### src/rtl/booth_q_reg.sv
// Q (multiplier) register for the sequential Booth multiplier: W bits plus the q_-1 guard bit,
// with a right-shift step counter. Define BOOTH_Q_RADIX4_EN for radix-4 (two bits per step).
module booth_q_reg #(
  parameter int W  = 8,
  localparam int CW = $clog2(W) + 1
) (
  input  logic          clk,
  input  logic          rst,
  input  logic [1:0]    sel,
  input  logic [W-1:0]  in,
  input  logic [1:0]    sr_in,
  input  logic          sl_in,
  output logic [W-1:0]  out,
  output logic          q_1,
  output logic [2:0]    booth,
  output logic          msb_out,
  output logic [CW-1:0] cnt,
  output logic          done
);

  localparam logic [1:0] SEL_HOLD  = 2'b00;
  localparam logic [1:0] SEL_SHR   = 2'b01;
  localparam logic [1:0] SEL_SHL   = 2'b10;
  localparam logic [1:0] SEL_LOAD  = 2'b11;

`ifdef BOOTH_Q_RADIX4_EN
  localparam logic [CW-1:0] STEPS = CW'(W / 2);
`else
  localparam logic [CW-1:0] STEPS = CW'(W);
`endif

  logic [W-1:0] shr_val;
  logic         shr_q_1;

`ifdef BOOTH_Q_RADIX4_EN
  assign shr_val = {sr_in[1:0], out[W-1:2]};
  assign shr_q_1 = out[1];
  assign booth   = {out[1], out[0], q_1};
`else
  // Radix-2 only consumes one serial bit; the upper one is deliberately dropped.
  logic unused_sr_hi;
  assign unused_sr_hi = sr_in[1];
  assign shr_val = {sr_in[0], out[W-1:1]};
  assign shr_q_1 = out[0];
  assign booth   = {1'b0, out[0], q_1};
`endif

  assign msb_out = out[W-1];
  assign done    = (cnt == STEPS);

  always_ff @(posedge clk or posedge rst) begin
    if (rst) begin
      out <= '0;
      q_1 <= 1'b0;
      cnt <= '0;
    end else begin
      case (sel)
        SEL_HOLD: ;
        SEL_SHR: begin
          // Once the step count is reached, further right shifts are no-ops and cnt saturates.
          if (!done) begin
            out <= shr_val;
            q_1 <= shr_q_1;
            cnt <= cnt + 1'b1;
          end
        end
        SEL_SHL: begin
          out <= {out[W-2:0], sl_in};
          q_1 <= 1'b0;
        end
        SEL_LOAD: begin
          out <= in;
          q_1 <= 1'b0;
          cnt <= '0;
        end
        default: ;
      endcase
    end
  end

endmodule

### config.mk
export PLATFORM = sky130hd
export DESIGN_NAME = booth_q_reg
export DESIGN_NICKNAME = d
export VERILOG_FILES = /design/src/rtl/booth_q_reg.sv
export SDC_FILE = /design/constraint.sdc
export NUM_CORES = 1
export LEC_CHECK = 0
export BUFFER_PORTS_ARGS = -buffer_cell sky130_fd_sc_hd__buf_2
export CORE_MARGIN = 2
export CORE_UTILIZATION = 35
export CTS_CLUSTER_SIZE = 14
export DETAILED_ROUTE_END_ITERATION = 6
export PLACE_DENSITY_LB_ADDON = 0.3
export SLEW_MARGIN = 20
export SYNTH_ARGS = -nofsm -noshare
export SYNTH_HDL_FRONTEND = slang
export SYNTH_SLANG_ARGS = --single-unit
### constraint.sdc
create_clock -name clk -period 1.2 [get_ports clk]
set_input_delay 0.24 -clock clk [delete_from_list [all_inputs] [get_ports clk]]
set_output_delay 0.24 -clock clk [all_outputs]
set_load 0.02 [all_outputs]
; Word level (Yosys, flattened, before mapping)
; Cells that the tools add are included.
[word_totals]
wordCells = 22
out_inout_bits = 18
in_bits = 15
ff_bits = 13
[classes]
n_eq_ne = 5
mux = 6
n_addsub = 1
n_reduce_logical = 7
[op_table]
columns = operator, n
row1 = case mux 8 bit (3 select lines), 1
row2 = 2-to-1 mux 8 bit, 1
row3 = case mux 4 bit (2 select lines), 1
row4 = AND reduction 2 bit, 3
row5 = "adder 4 x 1 -> 4 bit, second input constant", 1
row6 = "== test 2 bit, second input constant", 2
row7 = "== test 4 bit, second input constant", 1
row8 = 2-to-1 mux 4 bit, 1
row9 = nonzero test 2 bit, 2
row10 = nonzero test 3 bit, 1
row11 = "== test 2 x 1 -> 1 bit, second input constant", 1
row12 = "inequality test 2 bit, second input constant", 1
row13 = case mux 1 bit (2 select lines), 1
row14 = OR reduction 2 bit, 1
row15 = 2-to-1 mux 1 bit, 1

; Longest topological paths before layout
; Gate-level depths: netlist (run 1).
[logic_depth]
ltp_word = 4
ltp_mapped = 7
ltp_nobuf = 6

; Least setup slack after synthesis (run 1)
; OpenSTA, ideal clock, no wires.
[synth_timing]
path_type = register -> register
from = register cnt[0]
to = register cnt[0]
arrival_ns = 1.317
path_stages_with_launch = 7
period_less_slack_ns = 1.442
required_ns = 1.075
setup_time_ns = 0.125
setup_slack_ns = -0.242
path_buffers = 1
cell_sequence = dfrtp_1 > inv_1 > ha_1 > nand3b_4 > buf_8 > o21ai_2 > mux2_4
[synth_between]
elab_chain_cells = 3
elab_cells_between_ends = 6
classes_between = 1 x add/sub / 2 x eq/ne / 2 x mux / 1 x reduce/logical
[synth_lines]
columns = element, line
row1 = from (decl), 17  ; output logic [CW-1:0] cnt,
row2 = from (signal assigned), 64  ; cnt <= cnt + 1'b1;
row3 = adder 4 x 1 -> 4 bit / == test 4 bit (equally long branches), "64, 49"
row4 = 2-to-1 mux 4 bit / inequality test 2 bit (equally long branches), n/a
row5 = case mux 4 bit (2 select lines) / AND reduction 2 bit (equally long branches), n/a
; Parallel ways exist; a longest one is shown, timed or not. The select of a mux whose other input is x is not followed.
; A chain may end at the register's enable or synchronous reset.

; Final worst setup path (run 1)
[layout_timing]
from = register cnt[0]
to = output done
[layout_between]
elab_chain_cells = 1
[layout_lines]
columns = element, line
row1 = == test 4 bit, 49  ; assign done = (cnt == STEPS);
row2 = to (decl), 18  ; output logic done
; Every way passes these cells.

==> impl_metrics.yaml, run 1 <==
global_route:
  grt_pass1_wl_um: 3370
  grt_max_degree: 14
  grt_util_met1: 0.210
  top_usage_layer: "met2"
  met2_usage: 0.283
  use_met3: 0.0171
  antenna_found_initial: 0
  grt_usage: 0.170
  grt_pass1_vias: 742
  grt-ovfl-total: 0
synth:
  async_flop_share: 1.00
  synth_fa_ha_area_frac: 0.0307
  synth_cell_types: 25
  yosys.area_share.simple: 0.0598
  yosys.area.top_type: "dfrtp_1"
  synth_top_area_share: 0.399
  syn_area_per_cell_um2: 10.3
  synth_top_family_by_area: "compound AO/OA/AOI/OAI gates"
  synth_ff_type: "dfrtp_1"
  synth_commonest_cells: "13 x dfrtp_1, 11 x o21ai_0, 9 x a31oi_1"
  yosys.cell_count.top_type: "dfrtp_1"
  synth-seq-cells: 13
  ys_warn_count: 0
  synth_compound_area_frac: 0.261
  seq_area_frac_synth: 0.399
  synth_fp_nets: 96
  synth_area_leaders: "dfrtp_1 40%, mux2i_1 9.8%, a22oi_1 7.4%"
  netlist_area_um2: 816
  synth_xor_area_frac: 0
  synthMuxAreaShare: 0.117
  synth_edf_count: 0
  synth_cells: 79
drt:
  wl_um: 2390
  drtPass1Iterations: 4
  ant_nets: 0
  post_drt_wl_per_cell_um: 15.8
  drt_iter0_markers: 10
  post-route-drc-count: 0
  via_per_inst: 5.32
  vias: 803
die:
  io_pins: 33
  start_util: 0.369
  dieArea_um2: 2730
  coreArea_um2: 2210
  die_w_um: 52.3
  die_y_um: 52.3
  fp-row-count: 17
setup_path:
  crit_path_end_kind: "primary output"
  worst_path_largest_cell_delay_ns: 0.42
  critPathSlowestCell: "dfrtp_2"
  arrival_ns: 1.18
  path_max_fanout: 2
  crit_type: "reg -> out"
  path_cells: "inv_2 > ha_4 > nand3b_4 > inv_4 > buf_6"
  critPathTopFamily: "flip-flops"
  worst-path-buf-inv: 3
  cp_data_required_time_ns: 0.96
  start_kind: "flop"
finish:
  fillCellCount: 194
  num_antenna_cells: 0
  fin_nets: 141
  area_growth_pct: 65.5
  final_area_um2: 1350
  layout-drive-gt1-share: 0.715
sta:
  post-route-min-period_ns: 1.42
  finalCritPeriodShare: 1.19
  max_freq_mhz: 702
  final-setup-viol-count: 16
  slew_viol_final: 0
  skew_ns: 0.00216
  setup_ws_ns: -0.225
  final_hold_viol_count: 0
  rsz0062_at_grt: "true"
placed_design:
  gp_congestion: 0.734
  dp_slack_ns: -0.0749
  placement.io_buffers: 30
  place_area_um2: 1030
  dpl.hpwl_um: 1460
hold_path:
  holdCritPathClass: "in -> reg"
clocking:
  cts_buffers: 3
  cts_tree: "yes"
  cts_root_buffer: "clkbuf_4"
  insertion_delay_ns: 0.29
  clk_pin_slew_ns: 0.08
  clock-sinks: 13
  ctsLongestPathBuffers: 2
  htreeDepth: 1
run_status:
  violations: "setup timing"
  status: "complete, but fails checks"
job:
  timing.max_cap.violations: 0
power:
  ir_worst_vdd_mv: 0.791
  p_per_area_nw_per_um2: 1020
  power_leakage_uw: 0.000605
[worst register-to-register path, cell delays in order (launching register included)]
cell and delay, ns:
dfrtp_2 0.42, inv_2 0.07, ha_4 0.14, nand3b_4 0.09
buf_4 0.16, buf_6 0.14, a31oi_4 0.17, a22oi_1 0.10
[flip-flops by register name, summed over array words and instances, names as in the netlist]
signal and flops:
q_1 1, cnt 4, out 8
[path summary, 6_finish.rpt]
check | start | end | slack (ns) | cells after the start
worst max register to register | cnt[0] | out[7] | -0.20 | 7
worst min-delay path | in[3] | out[3] | 0.25 | 3
min in group asynchronous | rst | cnt[2] | 0.48 | 4
worst max-delay path | cnt[0] | done | -0.22 | 5
max in group asynchronous | rst | out[1] | 0.54 | 4
worst min register to register | q_1 | q_1 | 0.55 | 2
[metrics by stage]
step / cells / power (uW) / hold slack (ns) / TNS (ns) / utilization
3_3_place_gp: 141 / 944 / 0.244 / -0.285 / 0.468
6_report: 151 / 1380 / 0.246 / -2.43 / 0.610
4_1_cts: 149 / 1290 / 0.254 / -2.02 / 0.528
5_1_grt: 151 / 1460 / 0.249 / -3.13 / 0.610
3_5_place_dp: 141 / 953 / 0.244 / -0.598 / 0.468
2_1_floorplan: 79 / 816 / 0.117 / -0.920 / -
[cell usage in the layout, fill, tap and decap left out, types with 2 or more instances in the layout]
master    instances
a22o_2            2
a22oi_1           2
a22oi_2           6
a31oi_4           8
buf_2            26
buf_4            11
buf_6            11
clkbuf_4          3
dfrtp_1           6
dfrtp_2           7
inv_1             2
inv_2             2
mux2i_1           8
nand3_1           2
o21ai_0           3
o21ai_1           5
o21ai_2           3
[metal layers]
metal / part of all wire / vias to the layer above
li1: - / 379
met4: 0.020 / 0
met2: 0.53 / 19
met1: 0.41 / 400
met3: 0.040 / 5
met5: 0 / -
[kinds of logic (layout without fill, tap and decap cells)]
| logic type | after synthesis | after routing |
|---|---|---|
| fa+ha+maj | 2 | 2 |
| other cells | 1 | 1 |
| simple gates | 6 | 6 |
| compound gates | 33 | 33 |
| buf+inv | 15 | 59 |
| flops | 13 | 13 |
| mux | 9 | 9 |
[power breakdown]
part | internal (uW) | total [uW] | switching, uW | leakage (uW)
Combinational | 249 | 524 | 275 | 0.000440
Sequential | 496 | 564 | 68.5 | 0.000150
Clock | 129 | 290 | 160 | 0.0000150
Total | 874 | 1380 | 504 | 0.000605
[cell type report]
cell class,count,area [um^2],area share
Clock buffer,4,26.3,0.0195
Inverter,5,21.3,0.0158
Multi-Input combinational cell,51,572,0.424
Sequential cell,13,334,0.247
Tap cell,28,35.0,0.0260
Timing Repair Buffer,50,362,0.268
[timing repair]
item,CTS,global route
setup endpoints to repair,16,17
hold buffers,1,0
gates resized for setup,20,29
pin swaps,13,7
buffers inserted,4,2
endpoints found under the hold margin,13,0
Power figures use the tool's default switching activity.
==> run 2: changes to the inputs <==
Settings changed: CORE_UTILIZATION 35 to 42.
==> run 2 against run 1 <==
The flow still finishes with violations (setup timing). Sequential power down 3%. Worst hold slack better by 0.0043 ns. Register-to-register slack better by 0.03 ns. Combinational power shrank 10%. Total power down 5.6%. Sequential share of layout area increased by 3.4 points. Cell area shrank 13%. Highest routed layer unchanged.
==> impl_metrics.yaml, run 2 (synthesized netlist as in run 1, its figures left out) <==
finish:
  final_cell_mix: "26 x buf_2, 11 x buf_4, 9 x dfrtp_1"
  largest_reg_flops: 8
  final_area_um2: 1170
  area_growth_pct: 44.0
  largestRegisters: "out (8), cnt (4), q_1 (1)"
  final_common_cell: "buf_2"
  fin_nets: 138
  largest_register: "out"
  num_antenna_cells: 0
  final_util: 0.659
  layout-drive-gt1-share: 0.558
clocking:
  htreeDepth: 1
  cts_buffers: 3
  clk_pin_slew_ns: 0.08
  cts_root_buffer: "clkbuf_4"
  insertion_delay_ns: 0.29
  cts_tree: "yes"
  ctsLongestPathBuffers: 2
  clock-sinks: 13
placed_design:
  placement.io_buffers: 30
  gp_congestion: 0.779
  place_area_um2: 1020
  dpl.hpwl_um: 1430
setup_path:
  worst_path_largest_cell_delay_ns: 0.42
  crit_path_end_kind: "primary output"
  r2r_start: "cnt[1]"
  path_cells: "inv_2 > ha_4 > nand3b_4 > inv_4 > buf_6"
  reg2reg_to: "out[1]"
  path_max_fanout: 3
  arrival_ns: 1.19
  rrSetupSlack_ns: -0.17
  critPathSlowestCell: "dfrtp_2"
  reg2regPathDepth: 8
  crit_type: "reg -> out"
  cp_data_required_time_ns: 0.96
  start_kind: "flop"
run_status:
  violations: "setup timing"
  status: "complete, but fails checks"
drt:
  post-route-drc-count: 0
  drt_iter0_markers: 8
  drtPass1Iterations: 4
  wl_um: 2040
  post_drt_wl_per_cell_um: 14.1
  ant_nets: 0
  vias: 788
  via_per_inst: 5.43
die:
  io_pins: 33
  start_util: 0.458
  coreArea_um2: 1780
  die_y_um: 48.1
  die_w_um: 48.1
  dieArea_um2: 2310
  fp-row-count: 15
global_route:
  grt_pass1_wl_um: 3130
  grt_max_degree: 14
  antenna_found_initial: 0
  grt_usage: 0.204
  grt-ovfl-total: 0
  grt_pass1_vias: 698
sta:
  skew_ns: 0.00349
  fin_tns_setup_ns: -2.04
  max_freq_mhz: 701
  finalCritPeriodShare: 1.19
  final-setup-viol-count: 16
  max_slew.worst_pin.slew_ns: 0.510
  setup_ws_ns: -0.226
  slew_viol_final: 0
  post-route-min-period_ns: 1.43
  rsz0062_at_grt: "true"
  slew_headroom: 0.659
  final_hold_viol_count: 0
hold_path:
  hold_start: "sl_in"
  hold_path_end: "out[0]"
  holdCritPathClass: "in -> reg"
  hold_depth: 3
power:
  ir_worst_vdd_mv: 0.967
  p_per_area_nw_per_um2: 1110
  power_leakage_uw: 0.000575
  fin_total_pwr_uw: 1300
job:
  timing.max_cap.violations: 0
-- run 2: report_power, final --
part | total, uW | internal, uW | switching [uW] | leakage, uW
sequential | 545 | 492 | 53.1 | 0.000152
combinational | 469 | 226 | 243 | 0.000408
clock | 286 | 129 | 156 | 0.0000150
total | 1300 | 848 | 453 | 0.000575
-- run 2: worst max-delay path, delay by kind of cell, from the launching register on --
| kind | cells | cell delay [ns] |
|---|---|---|
| adder cells (fa/ha/maj) | 1 | 0.14 |
| buffers and inverters | 3 | 0.25 |
| flip-flops | 1 | 0.42 |
| AND/OR/NAND/NOR | 1 | 0.10 |
-- run 2: final cells by class --
cell class                      instances  area [um^2]
Clock buffer                            4         26.3
Fill cell                             139          608
Inverter                                5         21.3
Multi-Input combinational cell         51          433
Sequential cell                        13          330
Tap cell                               25         31.3
Timing Repair Buffer                   47          333
-- run 2: worst max-delay path by stage --
stage,start,end,cells after the start
after floorplan,cnt[0],cnt[0],6
after global placement,cnt[0],out[1],7
after detailed placement,cnt[0],out[0],6
after CTS,cnt[0],done,5
after global routing,cnt[1],done,5
final,cnt[1],done,5
-- run 2: stage by stage --
step	hold slack [ns]	instances	setup slack, ns
2_1_floorplan	0.117	79	-0.0897
6_report	0.251	145	-0.226
3_3_place_gp	0.302	135	-0.0528
5_1_grt	0.255	145	-0.267
3_5_place_dp	0.299	135	-0.0766
4_1_cts	0.252	145	-0.218
-- run 2: timing repair --
item / CTS / global route
setup endpoints to repair: 16 / 17
pin swaps: 6 / 7
buffers inserted: 5 / 2
gates resized for setup: 15 / 11
hold endpoints to repair: 13 / 0
hold buffers: 1 / 0
-- run 2: layer usage --
layer / routed length [um] / vias up / track usage / part of all wire
li1: - / 375 / - / -
met1: 891 / 385 / 0.242 / 0.44
met2: 994 / 22 / 0.328 / 0.49
met3: 106 / 6 / 0.0604 / 0.052
met4: 49 / 0 / 0.114 / 0.024
met5: 0 / - / 0 / 0
==> run 3: changes to the inputs <==
Settings changed: CORE_UTILIZATION 42 to 46.
Clock period 1.2 ns to 1.6 ns, I/O delays scaled along.
==> run 3 against run 2 <==
The run now ends clean. Non-clock buffer count decreased by 8. Setup slack improved by 0.28 ns. Critical endpoint unchanged. Die area fell by 8.0%. Final cell count is 11% lower. Sequential power fell by 26%. Highest routed layer unchanged.
==> impl_metrics.yaml, run 3 (synthesized netlist as in run 1, its figures left out) <==
finish:
  num_antenna_cells: 0
  fin_nets: 130
  largestRegisters: "out (8), cnt (4), q_1 (1)"
  layout-drive-gt1-share: 0.464
  final_util: 0.601
  largest_register: "out"
  final_cell_mix: "29 x buf_2, 13 x dfrtp_1, 11 x o21ai_0, 10 x buf_4, 9 x a31oi_1"
  area_growth_pct: 24.4
  final_common_cell: "buf_2"
  largest_reg_flops: 8
clocking:
  ctsLongestPathBuffers: 2
  clk_pin_slew_ns: 0.08
  insertion_delay_ns: 0.28
  cts_buffers: 3
  cts_tree: "yes"
  cts_root_buffer: "clkbuf_4"
  cts_hold_buf: 0
  htreeDepth: 1
  clock-sinks: 13
sta:
  post-route-min-period_ns: 1.55
  max_freq_mhz: 646
  rsz0062_at_grt: "false"
  skew_ns: 0.000486
  setup_ws_ns: 0.0530
  fin_tns_setup_ns: 0
  slew_viol_final: 0
  final_hold_viol_count: 0
  final-setup-viol-count: 0
  finalCritPeriodShare: 0.967
job:
  timing.max_cap.violations: 0
placed_design:
  dpl.hpwl_um: 1270
  gp_congestion: 0.736
  dp_slack_ns: 0.246
  placement.io_buffers: 30
drt:
  ant_nets: 0
  drtPass1Iterations: 5
  post_drt_wl_per_cell_um: 15.2
  post-route-drc-count: 0
  vias: 760
  wl_um: 1960
  drt_iter0_markers: 22
  via_per_inst: 5.89
power:
  power_leakage_uw: 0.000530
  ir_worst_vdd_mv: 0.499
  p_per_area_nw_per_um2: 903
setup_path:
  crit_path_end_kind: "primary output"
  path_max_fanout: 8
  arrival_ns: 1.23
  cp_data_required_time_ns: 1.28
  crit_type: "reg -> out"
  start_kind: "flop"
  rrSetupSlack_ns: 0.24
  reg2regPathDepth: 5
global_route:
  antenna_found_initial: 0
  grt-ovfl-total: 0
  grt_pass1_vias: 640
  grt_pass1_wl_um: 2810
  grt_usage: 0.186
  grt_max_degree: 14
hold_path:
  holdCritPathClass: "in -> async"
die:
  fp-row-count: 15
  dieArea_um2: 2130
  io_pins: 33
  die_y_um: 46.1
  start_util: 0.483
  coreArea_um2: 1690
  die_w_um: 46.1
run_status:
  status: "complete, no violations"
## run 3: worst paths after layout
| path | endpoint | start |
|---|---|---|
| setup / recovery | done | cnt[0] |
| hold / removal | out[2] | rst |
| setup reg to reg | cnt[2] | cnt[1] |
| hold reg to reg | q_1 | q_1 |
| max in group asynchronous | out[6] | rst |
| min in group clk | out[0] | sl_in |
## run 3: cell type report
type / count / area [um^2]
repair buffers: 39 / 220
fillers: 164 / 674
multi-input cells: 51 / 398
flip-flops and latches: 13 / 325
inverters: 5 / 23.8
well taps: 17 / 21.3
clock buffers: 4 / 26.3
## run 3: timing repair
action	4_1_cts	5_1_grt
setup endpoints to repair	1	1
resized for setup	3	4
pin swaps	0	0
hold endpoints to repair	0	0
buffers inserted	0	4
## run 3: worst max-delay path, stage by stage (launching register included)
cell	delay (ns)
dfrtp_1	0.40
inv_2	0.08
ha_4	0.14
nand3b_4	0.10
inv_6	0.09
buf_4	0.14
## run 3: stage by stage
step           std cells  hold WS [ns]  instance area (um^2)  power, uW
2_1_floorplan         79         0.197                   816        600
3_3_place_gp         121         0.378                   938        679
3_5_place_dp         121         0.380                   938        687
4_1_cts              125        0.0671                   972        899
5_1_grt              129        0.0863                  1010        963
6_report             129        0.0466                  1010        916
## run 3: power breakdown
part	switching (uW)	internal, uW	leakage [uW]
logic	169	129	0.000358
clock network	117	96.8	0.0000150
registers	37.9	367	0.000158
total	323	593	0.000530
## run 3: routing by layer
layer	global-route usage	part of all wire	wire, um	vias up
met4	0.0857	0.011	22	0
li1	-	-	-	356
met3	0.0392	0.080	157	4
met2	0.281	0.49	960	49
met5	0	0	0	-
met1	0.254	0.42	816	351
